<file path="src/rtl/keypad_matrix_scanner.sv">
// Matrix keypad scanner: one-hot column drive, frame debounce, single held key; KEYPAD_REPEAT_EN adds auto-repeat.
// Latency: a key stable from frame n strobes OUT_press one cycle after the end of frame n+DEBOUNCE-1.
// Backpressure: none; OUT_press/OUT_release are single-cycle strobes that must be taken when issued.
module keypad_matrix_scanner #(
    parameter int ROWS      = 4,
    parameter int COLS      = 4,
    parameter int SCAN_DIV  = 1000,
    parameter int DEBOUNCE  = 3,
    parameter int REP_DELAY = 50,
    parameter int REP_RATE  = 10,
    localparam int CODE_W   = (ROWS * COLS > 1) ? $clog2(ROWS * COLS) : 1
) (
    input  logic              IN_clk,
    input  logic              IN_reset,
    input  logic [ROWS-1:0]   IN_row,
    output logic [COLS-1:0]   OUT_col,
    output logic [CODE_W-1:0] OUT_code,
    output logic              OUT_key,
    output logic              OUT_press,
    output logic              OUT_release
);

    localparam int COL_W = (COLS > 1) ? $clog2(COLS) : 1;
    localparam int ROW_W = (ROWS > 1) ? $clog2(ROWS) : 1;
    localparam int DIV_W = $clog2(SCAN_DIV);
    localparam int STB_W = $clog2(DEBOUNCE + 1);

    logic [DIV_W-1:0]  dwell_q;
    logic [COL_W-1:0]  col_q;
    logic              sample;
    logic              frame_end;

    logic              row_hit;
    logic [ROW_W-1:0]  row_sel;
    logic [CODE_W-1:0] hit_code;

    logic              cand_vld_q;
    logic [CODE_W-1:0] cand_code_q;
    logic              fin_vld;
    logic [CODE_W-1:0] fin_code;

    logic              prev_vld_q;
    logic [CODE_W-1:0] prev_code_q;
    logic [STB_W-1:0]  stable_q;
    logic [STB_W-1:0]  stable_nxt;
    logic              same_cand;
    logic              settled;
    logic              match_held;

`ifdef KEYPAD_REPEAT_EN
    localparam int REP_MAX = (REP_DELAY > REP_RATE) ? REP_DELAY : REP_RATE;
    localparam int REP_W   = $clog2(REP_MAX + 1);

    logic [REP_W-1:0]  rep_cnt_q;
    logic              rep_run_q;
    logic              rep_fire;

    // First repeat waits REP_DELAY matching frames, later ones REP_RATE.
    always_comb begin
        rep_fire = rep_run_q ? (rep_cnt_q == REP_W'(REP_RATE - 1))
                             : (rep_cnt_q == REP_W'(REP_DELAY - 1));
    end
`endif

    always_comb begin
        sample    = (dwell_q == DIV_W'(SCAN_DIV - 1));
        frame_end = sample && (col_q == COL_W'(COLS - 1));
    end

    // Column 0 sits on the MSB of the column bus.
    always_comb begin
        OUT_col = '0;
        for (int c = 0; c < COLS; c++) begin
            OUT_col[COLS-1-c] = (col_q == COL_W'(c));
        end
    end

    // Row 0 sits on the MSB of the row bus; walk downwards so the lowest row wins.
    always_comb begin
        row_hit = 1'b0;
        row_sel = '0;
        for (int r = ROWS - 1; r >= 0; r--) begin
            if (IN_row[ROWS-1-r]) begin
                row_hit = 1'b1;
                row_sel = ROW_W'(r);
            end
        end
        hit_code = CODE_W'(col_q) * CODE_W'(ROWS) + CODE_W'(row_sel);
    end

    // Candidate for the frame closing this cycle, including the last column's own sample.
    always_comb begin
        fin_vld    = cand_vld_q || row_hit;
        fin_code   = cand_vld_q ? cand_code_q : hit_code;
        same_cand  = (fin_vld == prev_vld_q) && (!fin_vld || (fin_code == prev_code_q));
        stable_nxt = !same_cand                      ? STB_W'(1) :
                     (stable_q == STB_W'(DEBOUNCE))  ? stable_q  :
                                                       stable_q + STB_W'(1);
        settled    = (stable_nxt >= STB_W'(DEBOUNCE));
        match_held = OUT_key && fin_vld && (fin_code == OUT_code);
    end

    always_ff @(posedge IN_clk) begin
        if (IN_reset) begin
            dwell_q     <= '0;
            col_q       <= '0;
            cand_vld_q  <= 1'b0;
            cand_code_q <= '0;
            prev_vld_q  <= 1'b0;
            prev_code_q <= '0;
            stable_q    <= '0;
            OUT_code    <= '0;
            OUT_key     <= 1'b0;
            OUT_press   <= 1'b0;
            OUT_release <= 1'b0;
`ifdef KEYPAD_REPEAT_EN
            rep_cnt_q   <= '0;
            rep_run_q   <= 1'b0;
`endif
        end else begin
            OUT_press   <= 1'b0;
            OUT_release <= 1'b0;

            if (sample) begin
                dwell_q <= '0;
                col_q   <= (col_q == COL_W'(COLS - 1)) ? '0 : col_q + COL_W'(1);
            end else begin
                dwell_q <= dwell_q + DIV_W'(1);
            end

            if (frame_end) begin
                cand_vld_q  <= 1'b0;
                cand_code_q <= '0;
                prev_vld_q  <= fin_vld;
                prev_code_q <= fin_code;
                stable_q    <= stable_nxt;

                if (match_held) begin
`ifdef KEYPAD_REPEAT_EN
                    if (rep_fire) begin
                        OUT_press <= 1'b1;
                        rep_cnt_q <= '0;
                        rep_run_q <= 1'b1;
                    end else begin
                        rep_cnt_q <= rep_cnt_q + REP_W'(1);
                    end
`endif
                end else if (settled) begin
                    if (!OUT_key && fin_vld) begin
                        OUT_code  <= fin_code;
                        OUT_key   <= 1'b1;
                        OUT_press <= 1'b1;
`ifdef KEYPAD_REPEAT_EN
                        rep_cnt_q <= '0;
                        rep_run_q <= 1'b0;
`endif
                    end else if (OUT_key) begin
                        // Covers both an empty frame and a different key; a new key
                        // is taken at the following frame end with debounce already met.
                        OUT_key     <= 1'b0;
                        OUT_release <= 1'b1;
`ifdef KEYPAD_REPEAT_EN
                        rep_cnt_q   <= '0;
                        rep_run_q   <= 1'b0;
`endif
                    end
                end
            end else if (sample && !cand_vld_q && row_hit) begin
                cand_vld_q  <= 1'b1;
                cand_code_q <= hit_code;
            end
        end
    end

endmodule

</file>
<file path="config.mk">
export PLATFORM = sky130hd
export DESIGN_NAME = keypad_matrix_scanner
export DESIGN_NICKNAME = d
export VERILOG_FILES = /design/src/rtl/keypad_matrix_scanner.sv
export SDC_FILE = /design/constraint.sdc
export NUM_CORES = 1
export LEC_CHECK = 0
export CAP_MARGIN = 15
export CORE_ASPECT_RATIO = 1.5
export CORE_MARGIN = 5
export CORE_UTILIZATION = 50
export DETAILED_ROUTE_END_ITERATION = 10
export GPL_ROUTABILITY_DRIVEN = 0
export PLACE_DENSITY = 0.68
export SYNTH_ARGS = -nofsm -noshare
export SYNTH_HDL_FRONTEND = slang
export SYNTH_SLANG_ARGS = --single-unit
</file>
<file path="constraint.sdc">
create_clock -name IN_clk -period 4.77 [get_ports IN_clk]
set_input_delay 1.1925 -clock IN_clk [delete_from_list [all_inputs] [get_ports IN_clk]]
set_output_delay 1.1925 -clock IN_clk [all_outputs]
set_load 0.03 [all_outputs]
</file>
# == Yosys cells after proc, flatten, opt, wreduce, memory -nomap -nowiden ==
# Cells that the tools add are included.
# totals
register_bits,31
output_inout_bits,11
input_bits,6
word_cells,60
# op_classes
eq_ne,8
muxes,14
reduce_logical,19
bitwise,3
n_addsub,4
magnitude_cmp,1
# ops
operator,count
$mux W2,7
$add A10 B1 Y10 const B,1
$eq A10 B10 Y1 const B,1
$eq A4 B4 Y1,2
$logic_and A1 B1 Y1,7
$eq A2 B2 Y1 const B,3
$mux W1,6
$reduce_or A5 Y1,1
$add A2 B1 Y2 const B,2
$add A4 B2 Y4,1
$mux W4,1
$reduce_and A4 Y1,1
$reduce_or A2 Y1,2
$reduce_or A4 Y1,1
$logic_not A1 Y1,3
$not A1 Y1,3
$reduce_and A3 Y1,1
$eq A2 B1 Y1 const B,1
$ge A2 B2 Y1 const B,1
$logic_not A2 Y1,1
$logic_or A1 B1 Y1,2
$eq A1 B1 Y1,1

# == Depth between registers and ports, before layout ==
# depth
ltp_word,13
depth_mapped,7
depth_no_buf,7

# == Worst setup path before layout ==
# No wires, ideal clock.
# synth_timing
path_type,input -> register
start,input port IN_row[2]
end,register OUT_code[0]
arrival_time_ns,2.573
t_required_ns,4.642
path_slack_ns,2.070
setup_ns,0.128
path_buffers,0
path_stages,6
cell_sequence,or2_1 > o31ai_1 > mux2i_2 > nor4_4 > mux2i_1 > nor2_1
# synth_via
elab_chain_len,10
elab_cells_between_ends,20
cone_classes,add/sub: 1; order compare: 1; eq/ne: 3; mux: 6; bitwise: 1; reduce/logical: 8
# synth_lines
element,line,text
"start, declared",15,"input logic [ROWS-1:0] IN_row,"
$mux W2 (2 in series),83,if (IN_row[ROWS-1-r]) begin
$add A4 B2 Y4,88,hit_code = CODE_W'(col_q) * CODE_W'(ROWS) + CODE_W'(row_sel);
$mux W4,94,fin_code = cand_vld_q ? cand_code_q : hit_code;
$eq A4 B4 Y1,95,same_cand = (fin_vld == prev_vld_q) && (!fin_vld || (fin_code == prev_code_q));
$logic_or A1 B1 Y1,95,
$logic_and A1 B1 Y1,95,
$mux W2,96,stable_nxt = !same_cand ? STB_W'(1) :
$ge A2 B2 Y1,99,settled = (stable_nxt >= STB_W'(DEBOUNCE));
$reduce_and A4 Y1 (no line),n/a,
"end signal, assigned",150,OUT_code <= fin_code;
"end, declared",17,"output logic [CODE_W-1:0] OUT_code,"
# Several ways; a longest one is shown, not always the timed one.
# A chain may end at the register's enable or synchronous reset.

# == Final worst setup path ==
# Same ends and word-level chain as after synthesis.

==> metrics.txt <==
# TYPE chip_impl_metric gauge
chip_impl_metric{name="clock_tree.buffer_depth",unit=""} 2
chip_impl_info{name="crit_slowest_cell",value="sky130_fd_sc_hd__clkdlybuf4s50_1"} 1
chip_impl_metric{name="vias_cell",unit=""} 5.47
chip_impl_metric{name="critPathArrivalTime",unit="ps"} 3290
chip_impl_metric{name="synth.top_cell.area_share",unit="%"} 38.5
chip_impl_metric{name="num_io_pins",unit=""} 17
chip_impl_metric{name="antennaDiodeCount",unit=""} 0
chip_impl_info{name="tritoncts_clock_tree",value="done"} 1
chip_impl_metric{name="antenna_left",unit=""} 0
chip_impl_metric{name="worstSkewPairLatency",unit="ps"} 280
chip_impl_metric{name="portBuffers",unit=""} 16
chip_impl_metric{name="postCtsSetupRepairBufs",unit=""} 0
chip_impl_metric{name="regToRegSetupSlack",unit="ps"} 2100
chip_impl_metric{name="nNetsFinal",unit=""} 200
chip_impl_metric{name="synthesis.nets",unit=""} 183
chip_impl_metric{name="numCtsBuffers",unit=""} 5
chip_impl_metric{name="detailedPlacementHpwl",unit="microns"} 2530
chip_impl_metric{name="detail_route.wl_per_cell",unit="microns"} 14.6
chip_impl_metric{name="cts_hold_buf",unit=""} 0
chip_impl_metric{name="syn_inst",unit=""} 172
chip_impl_metric{name="cpPeakStageDelay",unit="ps"} 470
chip_impl_metric{name="cap_violations",unit=""} 0
chip_impl_metric{name="relSlewSlack",unit="%"} 33.8
chip_impl_metric{name="filler_cell_count",unit=""} 291
chip_impl_metric{name="final_core_utilization",unit="%"} 59.8
chip_impl_metric{name="synth_edf_count",unit=""} 0
chip_impl_metric{name="track_usage",unit="%"} 16.4
chip_impl_metric{name="initial_antenna_violation_count",unit=""} 0
chip_impl_metric{name="worstPathRequired",unit="ps"} 4910
chip_impl_metric{name="htree_levels",unit=""} 2
chip_impl_metric{name="synth_warnings",unit=""} 0
chip_impl_metric{name="post_synth.cell_area_avg",unit="sq um"} 9.36
chip_impl_metric{name="aggregate_negative_setup_slack",unit="ps"} 0
chip_impl_metric{name="p_per_area",unit="nW/um^2"} 259
chip_impl_info{name="critical-path-top-delay-family",value="simple AND/OR/NAND/NOR gates"} 1
chip_impl_metric{name="floorplan.initialDensity",unit="%"} 51.5
chip_impl_metric{name="setup_skew_after_layout",unit="ps"} 9.65
chip_impl_metric{name="cts.clk_slew.worst_paths",unit="ps"} 60
chip_impl_metric{name="power.static_leakage",unit="nW"} 0.633
chip_impl_metric{name="yosys.cell_types.count",unit=""} 44
chip_impl_metric{name="setup_viol",unit=""} 0
chip_impl_info{name="critical_path.cell_chain",value="clkdlybuf4s50_1 -> or2_1 -> o31ai_1 -> mux2i_2 -> nor4_4 -> mux2i_1 -> nor2_1"} 1
chip_impl_info{name="crit_path_start_kind",value="input pin"} 1
chip_impl_metric{name="regArea",unit="sq um"} 621
chip_impl_info{name="worst-setup-path-type",value="input pin to register"} 1
chip_impl_info{name="worstSetupEndpointType",value="register"} 1
chip_impl_metric{name="layout_worst_path_cycle_share",unit="%"} 66.0
chip_impl_info{name="ys_top_cells_by_area",value="sky130_fd_sc_hd__dfxtp_1 (39%), sky130_fd_sc_hd__nor2_1 (7.2%), sky130_fd_sc_hd__ha_1 (3.9%)"} 1
chip_impl_metric{name="area.growth.synth_to_final",unit="%"} 16.2
chip_impl_metric{name="grt_pass1_wl",unit="microns"} 5690
chip_impl_metric{name="dr.pass1.iters",unit=""} 4
chip_impl_metric{name="maximum_number_of_pins_on_one_net_before_global_route_repair",unit=""} 25
chip_impl_metric{name="vdd_ir_drop_max",unit="mV"} 0.262
chip_impl_metric{name="die_area",unit="sq um"} 4480
chip_impl_metric{name="via_count",unit=""} 1259
chip_impl_metric{name="totalWireLength",unit="microns"} 3350
chip_impl_metric{name="worst-path-buf-inv",unit=""} 1
chip_impl_info{name="setup_repair_after_global_routing_missed_its_margin",value="no"} 1
chip_impl_metric{name="dieWidth",unit="microns"} 56.3
chip_impl_metric{name="synth.ff_latch_count",unit=""} 31
chip_impl_metric{name="rows",unit=""} 25
chip_impl_info{name="worstHoldPathType",value="register to register"} 1
chip_impl_metric{name="layout-drive-gt1-share",unit="%"} 12.6
chip_impl_info{name="outcome",value="finished, final reports clean"} 1
chip_impl_metric{name="first_global_vias",unit=""} 1267
chip_impl_metric{name="design.core.area",unit="sq um"} 3130
chip_impl_metric{name="synth.yosys.seq_area_share",unit="%"} 38.5
chip_impl_metric{name="worst_pin_slew",unit="ps"} 990
chip_impl_info{name="leading_cell_types_in_the_layout_fill_and_taps_excluded",value="sky130_fd_sc_hd__dfxtp_1 (31), sky130_fd_sc_hd__nor2_1 (31), sky130_fd_sc_hd__clkdlybuf4s50_1 (16), sky130_fd_sc_hd__nand2_1 (12), sky130_fd_sc_hd__nor3_1 (9)"} 1
chip_impl_metric{name="slew_violations",unit=""} 0
chip_impl_metric{name="drtIter0Drc",unit=""} 9
chip_impl_metric{name="cp_max_fo",unit=""} 6
chip_impl_metric{name="die_h",unit="microns"} 79.5
chip_impl_info{name="yosys_most_used_dff",value="sky130_fd_sc_hd__dfxtp_1"} 1
chip_impl_metric{name="timing.final.crit_period",unit="ps"} 3150
chip_impl_metric{name="hold_viol",unit=""} 0
chip_impl_info{name="clockRootBuffer",value="sky130_fd_sc_hd__clkbuf_8"} 1
chip_impl_metric{name="post_synth_arst_share",unit="%"} 0
chip_impl_metric{name="max_freq",unit="GHz"} 0.318
chip_impl_metric{name="post_cts_resized",unit=""} 0
chip_impl_metric{name="cts.sink_count",unit=""} 31
chip_impl_metric{name="grt_overflow",unit=""} 0
chip_impl_metric{name="final_routed_drc_violation_total",unit=""} 0
chip_impl_info{name="synth_area_leader_cell",value="sky130_fd_sc_hd__dfxtp_1"} 1
chip_impl_metric{name="multi_input_area",unit="sq um"} 930
chip_impl_metric{name="post_synth_instance_area",unit="sq um"} 1610
-- final cells by class --
class,instances,area share (%)
Multi-Input combinational cell,127,49.7
Sequential cell,31,33.2
Tap cell,40,2.67
Inverter,8,1.60
Timing Repair Buffer,16,8.56
Clock buffer,7,4.08
Clock inverter,1,0.267
-- sequential cells by signal, summed over array words and instances (netlist names), 2 cells and up --
| signal | flops |
|---|---|
| OUT_code | 4 |
| cand_code_q | 4 |
| col_q | 2 |
| dwell_q | 10 |
| prev_code_q | 4 |
| stable_q | 2 |
-- cell usage after synthesis (all sizes together) (2+ instances only) --
cell type	instances
nor4b	2
ha	5
inv	8
a211oi	6
nor2	32
a2111oi	2
nand2b	2
nand2	12
dfxtp	31
nand3	7
nor4	2
mux2i	7
a311oi	2
nor3	10
a21oi	7
xor2	8
clkbuf	5
xnor2	6
nand4	3
-- final timing paths --
path | startpoint | end | cells past startpoint
hold reg to reg | dwell_q[0] | dwell_q[0] | 1
setup / recovery | IN_row[2] | OUT_code[0] | 7
hold / removal | dwell_q[0] | dwell_q[0] | 1
setup reg to reg | col_q[1] | OUT_code[0] | 7
-- routing by layer --
| metal | vias up | global-route usage (%) | part of all wire (%) |
|---|---|---|---|
| li1 | 632 | - | - |
| met1 | 589 | 16.2 | 38 |
| met2 | 26 | 29.7 | 54 |
| met3 | 12 | 4.53 | 3.7 |
| met4 | 0 | 10.2 | 4.1 |
| met5 | - | 0 | 0 |
-- worst reg2reg max path, delay by kind of cell, from the launching register on --
family | cells | cell delay, ps
muxes | 1 | 230
and+or+nand+nor | 4 | 1480
DFF | 1 | 460
adders and majority gates | 1 | 260
buffers and inverters | 1 | 100
-- metrics by stage --
stage | setup WS (ps) | hold WS (ps) | cells | total power (W) | area (sq um)
finish | 1620 | 443 | 230 | 0.000484 | 1870
global route | 1510 | 484 | 230 | 0.000509 | 1870
CTS | 1660 | 449 | 230 | 0.000490 | 1870
detailed placement | 1370 | 434 | 222 | 0.000295 | 1790
global placement | 1400 | 427 | 222 | 0.000294 | 1790
floorplan | 2070 | 418 | 172 | 0.000286 | 1610
-- where the power goes --
group | switching [W] | internal [W] | leakage [nW]
registers | 0.00000191 | 0.000261 | 0.250
clock network | 0.0000932 | 0.000102 | 0.0422
logic | 0.0000155 | 0.0000106 | 0.341
-- cells by family after synthesis --
| kind of cell | share of synthesized area [%] |
|---|---|
| and+or+nand+nor | 27.1 |
| DFF | 38.5 |
| AOI/OAI and AO/OA | 13.6 |
| xor gates and xnor gates | 8.08 |
| buffers and inverters | 3.73 |
| muxes | 5.05 |
| adders and majority gates | 3.89 |
Note: power is estimated with default switching activity, not from simulation.
